**config.mk**
```make
export PLATFORM = sky130hd
export DESIGN_NAME = multicycle_control_flat
export DESIGN_NICKNAME = d
export VERILOG_FILES = /design/src/rtl/mcc_pkg.sv /design/src/rtl/multicycle_control_if.sv /design/src/rtl/mcc_out_decode.sv /design/src/rtl/multicycle_control.sv /design/src/flat_wrapper.sv
export SDC_FILE = /design/constraint.sdc
export NUM_CORES = 1
export LEC_CHECK = 0
export ABC_AREA = 1
export CORE_MARGIN = 1
export CORE_UTILIZATION = 29
export CTS_BUF_LIST = sky130_fd_sc_hd__clkbuf_16
export DETAILED_ROUTE_END_ITERATION = 8
export GPL_TIMING_DRIVEN = 1
export PLACE_DENSITY = 0.82
export SLEW_MARGIN = 0
export SYNTH_ARGS = -nofsm -noshare
export SYNTH_HDL_FRONTEND = slang
export SYNTH_SLANG_ARGS = --single-unit
```
**constraint.sdc**
```tcl
create_clock -name clk -period 1 [get_ports clk]
set_input_delay 0.1 -clock clk [delete_from_list [all_inputs] [get_ports clk]]
set_output_delay 0.1 -clock clk [all_outputs]
set_load 0.05 [all_outputs]
```
**src/rtl/mcc_pkg.sv**
```systemverilog
// Shared definitions for the multicycle MIPS main control FSM: field widths,
// state encoding, opcode/funct constants, mux select codes and the control word.
package mcc_pkg;

    localparam int OPW     = 6;
    localparam int FNW     = 6;
    localparam int ALUOP_W = 2;

    // State numbers are visible on state_o, so the encoding is fixed.
    typedef enum logic [3:0] {
        S_FETCH  = 4'd0,
        S_DECODE = 4'd1,
        S_MEMADR = 4'd2,
        S_MEMRD  = 4'd3,
        S_MEMWB  = 4'd4,
        S_MEMWR  = 4'd5,
        S_EXEC   = 4'd6,
        S_ALUWB  = 4'd7,
        S_BRANCH = 4'd8,
        S_JUMP   = 4'd9,
        S_JAL    = 4'd10,
        S_JR     = 4'd11
    } state_t;

    localparam logic [OPW-1:0] OP_RTYPE = 6'b000000;
    localparam logic [OPW-1:0] OP_LW    = 6'b100011;
    localparam logic [OPW-1:0] OP_SW    = 6'b101011;
    localparam logic [OPW-1:0] OP_BEQ   = 6'b000100;
    localparam logic [OPW-1:0] OP_J     = 6'b000010;
    localparam logic [OPW-1:0] OP_JAL   = 6'b000011;
    localparam logic [FNW-1:0] FN_JR    = 6'b001000;

    localparam logic [1:0] REGDST_RT = 2'b00;
    localparam logic [1:0] REGDST_RD = 2'b01;
    localparam logic [1:0] REGDST_RA = 2'b10;

    localparam logic [1:0] WB_ALUOUT = 2'b00;
    localparam logic [1:0] WB_MDR    = 2'b01;
    localparam logic [1:0] WB_PC     = 2'b10;

    localparam logic       SRCA_PC = 1'b0;
    localparam logic       SRCA_RS = 1'b1;

    localparam logic [1:0] SRCB_RT    = 2'b00;
    localparam logic [1:0] SRCB_FOUR  = 2'b01;
    localparam logic [1:0] SRCB_IMM   = 2'b10;
    localparam logic [1:0] SRCB_IMMSH = 2'b11;

    localparam logic [ALUOP_W-1:0] ALUOP_ADD   = 2'b00;
    localparam logic [ALUOP_W-1:0] ALUOP_SUB   = 2'b01;
    localparam logic [ALUOP_W-1:0] ALUOP_FUNCT = 2'b10;

    localparam logic [1:0] PCSRC_ALU    = 2'b00;
    localparam logic [1:0] PCSRC_ALUOUT = 2'b01;
    localparam logic [1:0] PCSRC_JUMP   = 2'b10;
    localparam logic [1:0] PCSRC_RS     = 2'b11;

    // Everything the datapath needs from the FSM in one cycle.
    typedef struct packed {
        logic               pc_we;
        logic               ir_we;
        logic               mem_rd;
        logic               mem_wr;
        logic               iord;
        logic               reg_we;
        logic [1:0]         reg_dst;
        logic [1:0]         mem_to_reg;
        logic               alu_src_a;
        logic [1:0]         alu_src_b;
        logic [ALUOP_W-1:0] alu_op;
        logic [1:0]         pc_src;
    } ctrl_t;

endpackage

```
**src/rtl/multicycle_control_if.sv**
```systemverilog
// Control bus between the main FSM (master) and the datapath (slave):
// IR fields and status flags in, mux selects and enables out.
interface multicycle_control_if;
    import mcc_pkg::*;

    logic [OPW-1:0]     opcode;
    logic [FNW-1:0]     funct;
    logic               zero;
    logic               mem_ready;
    logic               pc_we;
    logic               ir_we;
    logic               mem_rd;
    logic               mem_wr;
    logic               iord;
    logic               reg_we;
    logic [1:0]         reg_dst;
    logic [1:0]         mem_to_reg;
    logic               alu_src_a;
    logic [1:0]         alu_src_b;
    logic [ALUOP_W-1:0] alu_op;
    logic [1:0]         pc_src;
    logic               illegal;

    modport master (
        input  opcode, funct, zero, mem_ready,
        output pc_we, ir_we, mem_rd, mem_wr, iord, reg_we, reg_dst, mem_to_reg,
               alu_src_a, alu_src_b, alu_op, pc_src, illegal
    );

    modport slave (
        output opcode, funct, zero, mem_ready,
        input  pc_we, ir_we, mem_rd, mem_wr, iord, reg_we, reg_dst, mem_to_reg,
               alu_src_a, alu_src_b, alu_op, pc_src, illegal
    );

endinterface

```
**src/rtl/mcc_out_decode.sv**
```systemverilog
// Control word decode: pure function of the registered state plus the zero
// flag and mem_ready; reset forces every enable and select to 0.
// MCTRL_JLINK_EN enables the JAL and JR control words.
module mcc_out_decode
    import mcc_pkg::*;
(
    input  state_t state_i,
    input  logic   zero_i,
    input  logic   mem_ready_i,
    input  logic   rst_i,
    output ctrl_t  ctrl_o
);

    // Per-state control word; unlisted fields stay 0 so nothing is don't-care.
    always_comb begin
        ctrl_o = '0;
        if (!rst_i) begin
            case (state_i)
                S_FETCH: begin
                    ctrl_o.mem_rd    = 1'b1;
                    ctrl_o.iord      = 1'b0;
                    ctrl_o.alu_src_a = SRCA_PC;
                    ctrl_o.alu_src_b = SRCB_FOUR;
                    ctrl_o.alu_op    = ALUOP_ADD;
                    ctrl_o.pc_src    = PCSRC_ALU;
                    ctrl_o.ir_we     = mem_ready_i;
                    ctrl_o.pc_we     = mem_ready_i;
                end
                S_DECODE: begin
                    // Branch target computed speculatively into ALUOut.
                    ctrl_o.alu_src_a = SRCA_PC;
                    ctrl_o.alu_src_b = SRCB_IMMSH;
                    ctrl_o.alu_op    = ALUOP_ADD;
                end
                S_MEMADR: begin
                    ctrl_o.alu_src_a = SRCA_RS;
                    ctrl_o.alu_src_b = SRCB_IMM;
                    ctrl_o.alu_op    = ALUOP_ADD;
                end
                S_MEMRD: begin
                    ctrl_o.mem_rd = 1'b1;
                    ctrl_o.iord   = 1'b1;
                end
                S_MEMWB: begin
                    ctrl_o.reg_we     = 1'b1;
                    ctrl_o.reg_dst    = REGDST_RT;
                    ctrl_o.mem_to_reg = WB_MDR;
                end
                S_MEMWR: begin
                    ctrl_o.mem_wr = 1'b1;
                    ctrl_o.iord   = 1'b1;
                end
                S_EXEC: begin
                    ctrl_o.alu_src_a = SRCA_RS;
                    ctrl_o.alu_src_b = SRCB_RT;
                    ctrl_o.alu_op    = ALUOP_FUNCT;
                end
                S_ALUWB: begin
                    ctrl_o.reg_we     = 1'b1;
                    ctrl_o.reg_dst    = REGDST_RD;
                    ctrl_o.mem_to_reg = WB_ALUOUT;
                end
                S_BRANCH: begin
                    ctrl_o.alu_src_a = SRCA_RS;
                    ctrl_o.alu_src_b = SRCB_RT;
                    ctrl_o.alu_op    = ALUOP_SUB;
                    ctrl_o.pc_src    = PCSRC_ALUOUT;
                    ctrl_o.pc_we     = zero_i;
                end
                S_JUMP: begin
                    ctrl_o.pc_src = PCSRC_JUMP;
                    ctrl_o.pc_we  = 1'b1;
                end
`ifdef MCTRL_JLINK_EN
                S_JAL: begin
                    ctrl_o.pc_src     = PCSRC_JUMP;
                    ctrl_o.pc_we      = 1'b1;
                    ctrl_o.reg_we     = 1'b1;
                    ctrl_o.reg_dst    = REGDST_RA;
                    ctrl_o.mem_to_reg = WB_PC;
                end
                S_JR: begin
                    ctrl_o.pc_src = PCSRC_RS;
                    ctrl_o.pc_we  = 1'b1;
                end
`endif
                default: ctrl_o = '0;
            endcase
        end
    end

endmodule

```
**src/rtl/multicycle_control.sv**
```systemverilog
// Multicycle MIPS main control FSM. Sequences fetch/decode/execute/memory/
// writeback with a shared ALU and memory, stalling on mem_ready.
// MCTRL_JLINK_EN adds jal/jr support; without it jal is illegal and jr runs
// as an ordinary R-type.
module multicycle_control
    import mcc_pkg::*;
(
    input  logic                 clk,
    input  logic                 rst,
    multicycle_control_if.master bus,
    output logic [3:0]           state_o
);

    state_t state_q, state_d;
    logic   illegal_c;
    ctrl_t  ctrl;

    // State register with synchronous reset back to FETCH.
    always_ff @(posedge clk) begin
        if (rst) state_q <= S_FETCH;
        else     state_q <= state_d;
    end

`ifndef MCTRL_JLINK_EN
    // funct only matters for jr detection.
    logic unused_funct;
    assign unused_funct = ^bus.funct;
`endif

    // Next-state logic; illegal flags an unknown opcode seen in DECODE.
    always_comb begin
        state_d   = state_q;
        illegal_c = 1'b0;
        case (state_q)
            S_FETCH:  if (bus.mem_ready) state_d = S_DECODE;
            S_DECODE: begin
                case (bus.opcode)
                    OP_LW, OP_SW: state_d = S_MEMADR;
`ifdef MCTRL_JLINK_EN
                    OP_RTYPE:     state_d = (bus.funct == FN_JR) ? S_JR : S_EXEC;
                    OP_JAL:       state_d = S_JAL;
`else
                    OP_RTYPE:     state_d = S_EXEC;
`endif
                    OP_BEQ:       state_d = S_BRANCH;
                    OP_J:         state_d = S_JUMP;
                    default: begin
                        state_d   = S_FETCH;
                        illegal_c = 1'b1;
                    end
                endcase
            end
            S_MEMADR: state_d = (bus.opcode == OP_LW) ? S_MEMRD : S_MEMWR;
            S_MEMRD:  if (bus.mem_ready) state_d = S_MEMWB;
            S_MEMWR:  if (bus.mem_ready) state_d = S_FETCH;
            S_EXEC:   state_d = S_ALUWB;
            default:  state_d = S_FETCH;
        endcase
    end

    mcc_out_decode u_dec (
        .state_i     (state_q),
        .zero_i      (bus.zero),
        .mem_ready_i (bus.mem_ready),
        .rst_i       (rst),
        .ctrl_o      (ctrl)
    );

    assign bus.pc_we      = ctrl.pc_we;
    assign bus.ir_we      = ctrl.ir_we;
    assign bus.mem_rd     = ctrl.mem_rd;
    assign bus.mem_wr     = ctrl.mem_wr;
    assign bus.iord       = ctrl.iord;
    assign bus.reg_we     = ctrl.reg_we;
    assign bus.reg_dst    = ctrl.reg_dst;
    assign bus.mem_to_reg = ctrl.mem_to_reg;
    assign bus.alu_src_a  = ctrl.alu_src_a;
    assign bus.alu_src_b  = ctrl.alu_src_b;
    assign bus.alu_op     = ctrl.alu_op;
    assign bus.pc_src     = ctrl.pc_src;
    assign bus.illegal    = illegal_c & ~rst;
    assign state_o        = state_q;

endmodule

```
**src/flat_wrapper.sv**
```systemverilog
// flat-port wrapper written by rule: the top's interface ports become plain ports
module multicycle_control_flat import mcc_pkg::*;
  (clk, rst, state_o, bus_opcode, bus_funct, bus_zero, bus_mem_ready, bus_pc_we, bus_ir_we, bus_mem_rd, bus_mem_wr, bus_iord, bus_reg_we, bus_reg_dst, bus_mem_to_reg, bus_alu_src_a, bus_alu_src_b, bus_alu_op, bus_pc_src, bus_illegal);
  multicycle_control_if bus_i ();
  input  logic clk;
  input  logic rst;
  output logic [3:0] state_o;
  input wire logic [$bits(bus_i.opcode)-1:0] bus_opcode;
  input wire logic [$bits(bus_i.funct)-1:0] bus_funct;
  input wire logic [$bits(bus_i.zero)-1:0] bus_zero;
  input wire logic [$bits(bus_i.mem_ready)-1:0] bus_mem_ready;
  output wire logic [$bits(bus_i.pc_we)-1:0] bus_pc_we;
  output wire logic [$bits(bus_i.ir_we)-1:0] bus_ir_we;
  output wire logic [$bits(bus_i.mem_rd)-1:0] bus_mem_rd;
  output wire logic [$bits(bus_i.mem_wr)-1:0] bus_mem_wr;
  output wire logic [$bits(bus_i.iord)-1:0] bus_iord;
  output wire logic [$bits(bus_i.reg_we)-1:0] bus_reg_we;
  output wire logic [$bits(bus_i.reg_dst)-1:0] bus_reg_dst;
  output wire logic [$bits(bus_i.mem_to_reg)-1:0] bus_mem_to_reg;
  output wire logic [$bits(bus_i.alu_src_a)-1:0] bus_alu_src_a;
  output wire logic [$bits(bus_i.alu_src_b)-1:0] bus_alu_src_b;
  output wire logic [$bits(bus_i.alu_op)-1:0] bus_alu_op;
  output wire logic [$bits(bus_i.pc_src)-1:0] bus_pc_src;
  output wire logic [$bits(bus_i.illegal)-1:0] bus_illegal;
  assign bus_i.opcode = bus_opcode;
  assign bus_i.funct = bus_funct;
  assign bus_i.zero = bus_zero;
  assign bus_i.mem_ready = bus_mem_ready;
  assign bus_pc_we = bus_i.pc_we;
  assign bus_ir_we = bus_i.ir_we;
  assign bus_mem_rd = bus_i.mem_rd;
  assign bus_mem_wr = bus_i.mem_wr;
  assign bus_iord = bus_i.iord;
  assign bus_reg_we = bus_i.reg_we;
  assign bus_reg_dst = bus_i.reg_dst;
  assign bus_mem_to_reg = bus_i.mem_to_reg;
  assign bus_alu_src_a = bus_i.alu_src_a;
  assign bus_alu_src_b = bus_i.alu_src_b;
  assign bus_alu_op = bus_i.alu_op;
  assign bus_pc_src = bus_i.pc_src;
  assign bus_illegal = bus_i.illegal;
  multicycle_control u_core (.clk(clk), .rst(rst), .bus(bus_i), .state_o(state_o));
endmodule
```
==> results of run 1 <==
-- through the flow --
stage          utilization (%)  hold slack, ns
2_1_floorplan                -           0.261
3_3_place_gp              90.0           0.666
3_5_place_dp              90.0           0.677
-- logic make-up after synthesis --
kind of cell	share of synthesized area [%]
simple gates	56.4
buf+inv	19.0
compound gates	7.98
flops	16.0
other cells	0.747
-- Yosys cell counts --
cell	instances	area, µm²
nand2_1	25	93.8
inv_1	18	67.6
nor2_1	18	67.6
nand3_1	9	45.0
a21oi_1	7	35.0
dfxtp_1	4	80.1
buf_4	2	15.0
inv_2	2	7.51
nand2_2	2	12.5
nor3_1	2	10.0
nor4_1	2	12.5
buf_2	1	5.00
conb_1	1	3.75
nand2_4	1	11.3
nand3b_1	1	7.51
nand4_1	1	6.26
nor2_2	1	6.26
nor3_2	1	10.0
o21ai_0	1	5.00
==> flow_summary.toml, run 1 <==
[placed_design]
placed_cell_area_mm2 = 0.00140
dp_hpwl_um = 2300
finalWeightedCongestion = 0.909
portBuffers = 29
dp_cells = 173
pre_cts_slack_ns = -0.593

[clocking]
cts_root_buf = "clkbuf_16"
cts_buffers = 3
cts_resized = 47
cts_hold_buf = 0
cts_sinks = 4
post-cts-setup-buffer-count = 10
clock_path_buffers = 2
htreeDepth = 1

[logic_synthesis]
ys_seq_area_share_pct = 16.0
synthCells = 99
yosysWarnings = 0
synth_cell_type_count = 19
synth-seq-cells = 4
syn_area_per_cell_um2 = 5.07
synthesis.area_um2 = 502

[floorplanning]
die-width_um = 43.6
die_h_um = 43.6
row_count = 14
initial_core_util_pct = 32.2
ios = 38

[run_status]
first-error = "[ERROR DPL-0038] Utilization greater than 100%, impossible to legalize"
status = "aborted with a tool error"
stop_stage = "clock tree synthesis (4_1_cts)"
==> run 2, diff against run 1 <==
--- a/config.mk
+++ b/config.mk
@@ -6,12 +6,11 @@
 export NUM_CORES = 1
 export LEC_CHECK = 0
 export ABC_AREA = 1
-export CORE_MARGIN = 1
-export CORE_UTILIZATION = 29
-export CTS_BUF_LIST = sky130_fd_sc_hd__clkbuf_16
+export CORE_AREA = 2 2 63 65
 export DETAILED_ROUTE_END_ITERATION = 8
+export DIE_AREA = 0 0 65 67
 export GPL_TIMING_DRIVEN = 1
-export PLACE_DENSITY = 0.82
+export PLACE_DENSITY_LB_ADDON = 0.15
 export SLEW_MARGIN = 0
 export SYNTH_ARGS = -nofsm -noshare
 export SYNTH_HDL_FRONTEND = slang
==> constraint.sdc (replaced) <==
create_clock -name clk -period 1.3 [get_ports clk]
set_input_delay 0.13 -clock clk [delete_from_list [all_inputs] [get_ports clk]]
set_output_delay 0.13 -clock clk [all_outputs]
set_load 0.05 [all_outputs]
==> run 2 against run 1 <==
- the flow now finishes, with violations (setup timing)
- area after synthesis did not move
- synthesized cell count did not move
==> flow_summary.toml, run 2 <==
[placed_design]
placed_cell_area_mm2 = 0.00137
finalWeightedCongestion = 0.842
portBuffers = 29
dp_hpwl_um = 1710

[sta]
finalHoldViolations = 0
skew_ns = 0.000368
period_minus_slack_ns = 1.48
finalSetupViolCount = 13
finalCritPeriodShare_pct = 114
setup_slack_ns = -0.184
rsz0062_at_grt = "yes"
slew_violations = 0
timing.fmax_mhz = 674

[power_and_ir_drop]
irDropWorstVdd_mv = 0.310
power.switching_uw = 291
p_int_uw = 525
combinationalPowerShare_pct = 51.8
p_leak_uw = 0.000764
power.density_mw_per_mm2 = 483
p_clk_share_pct = 31.6
p_seq_share_pct = 16.6
swShare_pct = 35.7

[floorplanning]
row_count = 22
die_h_um = 67
die-width_um = 65
core_area_mm2 = 0.00361
initial_core_util_pct = 13.9
ios = 38
die-area_mm2 = 0.00436

[finish]
layout_commonest_cell = "buf_4"
largest_register_ffs = 4
fin_area_mm2 = 0.00169
finish.net_count = 191
final_core_util_pct = 46.9
fillerInstances = 351
drive_gt1_share_pct = 67.1
area_growth_pct = 237
diodes = 0
final_cell_mix = "buf_4, buf_12, nand2_1"

[global_routing]
grt_pass1_vias = 835
antenna_found_initial = 0
grt_use_total_pct = 10.5
grt_overflow_total = 0
grt_max_degree = 7
grt_pass1_wl_um = 3550

[critical_path]
r2r_cells = 8
worst-endpoint-required_ns = 1.17
reg2reg_to = "u_core.state_o[2]"
endpoint_kind = "primary output"
cp.arrival_ns = 1.35
worst-r2r-setup-slack_ns = 0.05
worstSetupPathType = "flip-flop to primary output"
start_kind = "flip-flop"
worstReg2RegStart = "u_core.state_o[0]"
crit_fanout = 6

[clocking]
cts_hold_buf = 0
clk_pin_slew_ns = 0.03
cts_root_buf = "clkbuf_8"
clock_path_buffers = 2
cts_sinks = 4
clkLatencyLatePin_ns = 0.22
htreeDepth = 1
cts_buffers = 3
cts_tree = "yes"

[run_status]
status = "complete, but fails checks"
violations = "setup timing"

[logic_synthesis]
ys.flop_type = "dfxtp_1"
synth_cell_type_count = 19
yosys.area.top_type = "nand2_1"
synthesis.area_um2 = 502
async_reset_ff_share_pct = 0
synthDominantCellAreaShare_pct = 18.7
synth_area_leaders = "nand2_1, dfxtp_1, inv_1, nor2_1, nand3_1"
synth_edf_count = 0
yosysMostFrequentCell = "nand2_1"
ys_seq_area_share_pct = 16.0
synthCells = 99
yosysWarnings = 0
syn_area_per_cell_um2 = 5.07
synthTopCellsByCount = "nand2_1, inv_1, nor2_1, nand3_1, a21oi_1"
synth-seq-cells = 4

[drt]
final_antenna_net_count = 0
dr_total_vias = 853
firstDrtPassIters = 4
drc = 0
wl_per_cell_um = 9.53
initialDrtViolationCount = 22
viasPerCell = 3.86
wl_um = 2110

[min_path]
min_to = "u_core.state_o[2]"
holdPathStages = 3
hold_start = "rst"
min_path_type = "input pin to flip-flop"

[flow_run]
max_cap_violations = 0
==> run 2: timing repair <==
item,4_1_cts,5_1_grt
setup buffers,8,8
gates resized for setup,32,27
endpoints found under the setup margin,16,17
pin swaps,6,12
==> run 2: per-stage QoR <==
step	setup WS [ns]	power [µW]	instances	setup TNS [ns]	hold slack [ns]
after floorplan	-0.400	320	100	-1.64	0.314
after global placement	-0.189	498	203	-1.60	0.560
after detailed placement	-0.207	500	203	-1.90	0.566
after CTS	-0.178	785	214	-1.29	0.418
after global routing	-0.254	862	221	-2.34	0.447
final	-0.184	816	221	-1.41	0.416
==> run 2: cell type report <==
| cell class | instances | area (µm²) | share of cell area, % |
|---|---|---|---|
| clock buffer | 3 | 41.3 | 2.44 |
| inverter | 20 | 97.6 | 5.77 |
| multi-input combinational | 73 | 581 | 34.3 |
| sequential | 4 | 95.1 | 5.63 |
| tap | 48 | 60.1 | 3.55 |
| timing repair buffer | 73 | 816 | 48.3 |
==> run 2: kinds of logic after synthesis <==
family                 Yosys count  share of synthesized area [%]
AND/OR/NAND/NOR                 63                           56.4
buffers and inverters           23                           19.0
AO/OA/AOI/OAI                    8                           7.98
flip-flops                       4                           16.0
other                            1                          0.747
==> run 2: metal layers <==
metal	track usage [%]	vias to the layer above	share of wire, %
met5	0	-	0
met4	4.79	0	1.6
met3	1.69	5	3.6
met2	18.2	18	54
met1	12.7	381	41
li1	-	449	-
==> run 2: worst max-delay path by stage <==
stage                             endpoint  cells past startpoint  slack (ns)              start
after floorplan                  bus_pc_we                      4       -0.40  u_core.state_o[3]
after global placement         bus_illegal                      8       -0.19      bus_opcode[1]
after detailed placement       bus_illegal                      8       -0.21      bus_opcode[2]
after CTS                        bus_pc_we                      7       -0.18  u_core.state_o[1]
after global routing             bus_pc_we                      7       -0.25  u_core.state_o[0]
final                     bus_alu_src_b[1]                      5       -0.18  u_core.state_o[0]
==> run 2: power by group through the flow <==
stage	Sequential, µW	Combinational [µW]	Clock [µW]
finish	135	423	258
detailed placement	137	363	0
global placement	137	362	0
CTS	134	387	264
global route	136	451	275
floorplan	147	173	0
==> run 2: worst max-delay path: stages, from the launching register on <==
cell     delay [ns]
dfxtp_4        0.37
nand2_2        0.11
inv_2          0.06
buf_4          0.13
nor4_4         0.29
buf_12         0.18
(Power assumes the default switching activity.)
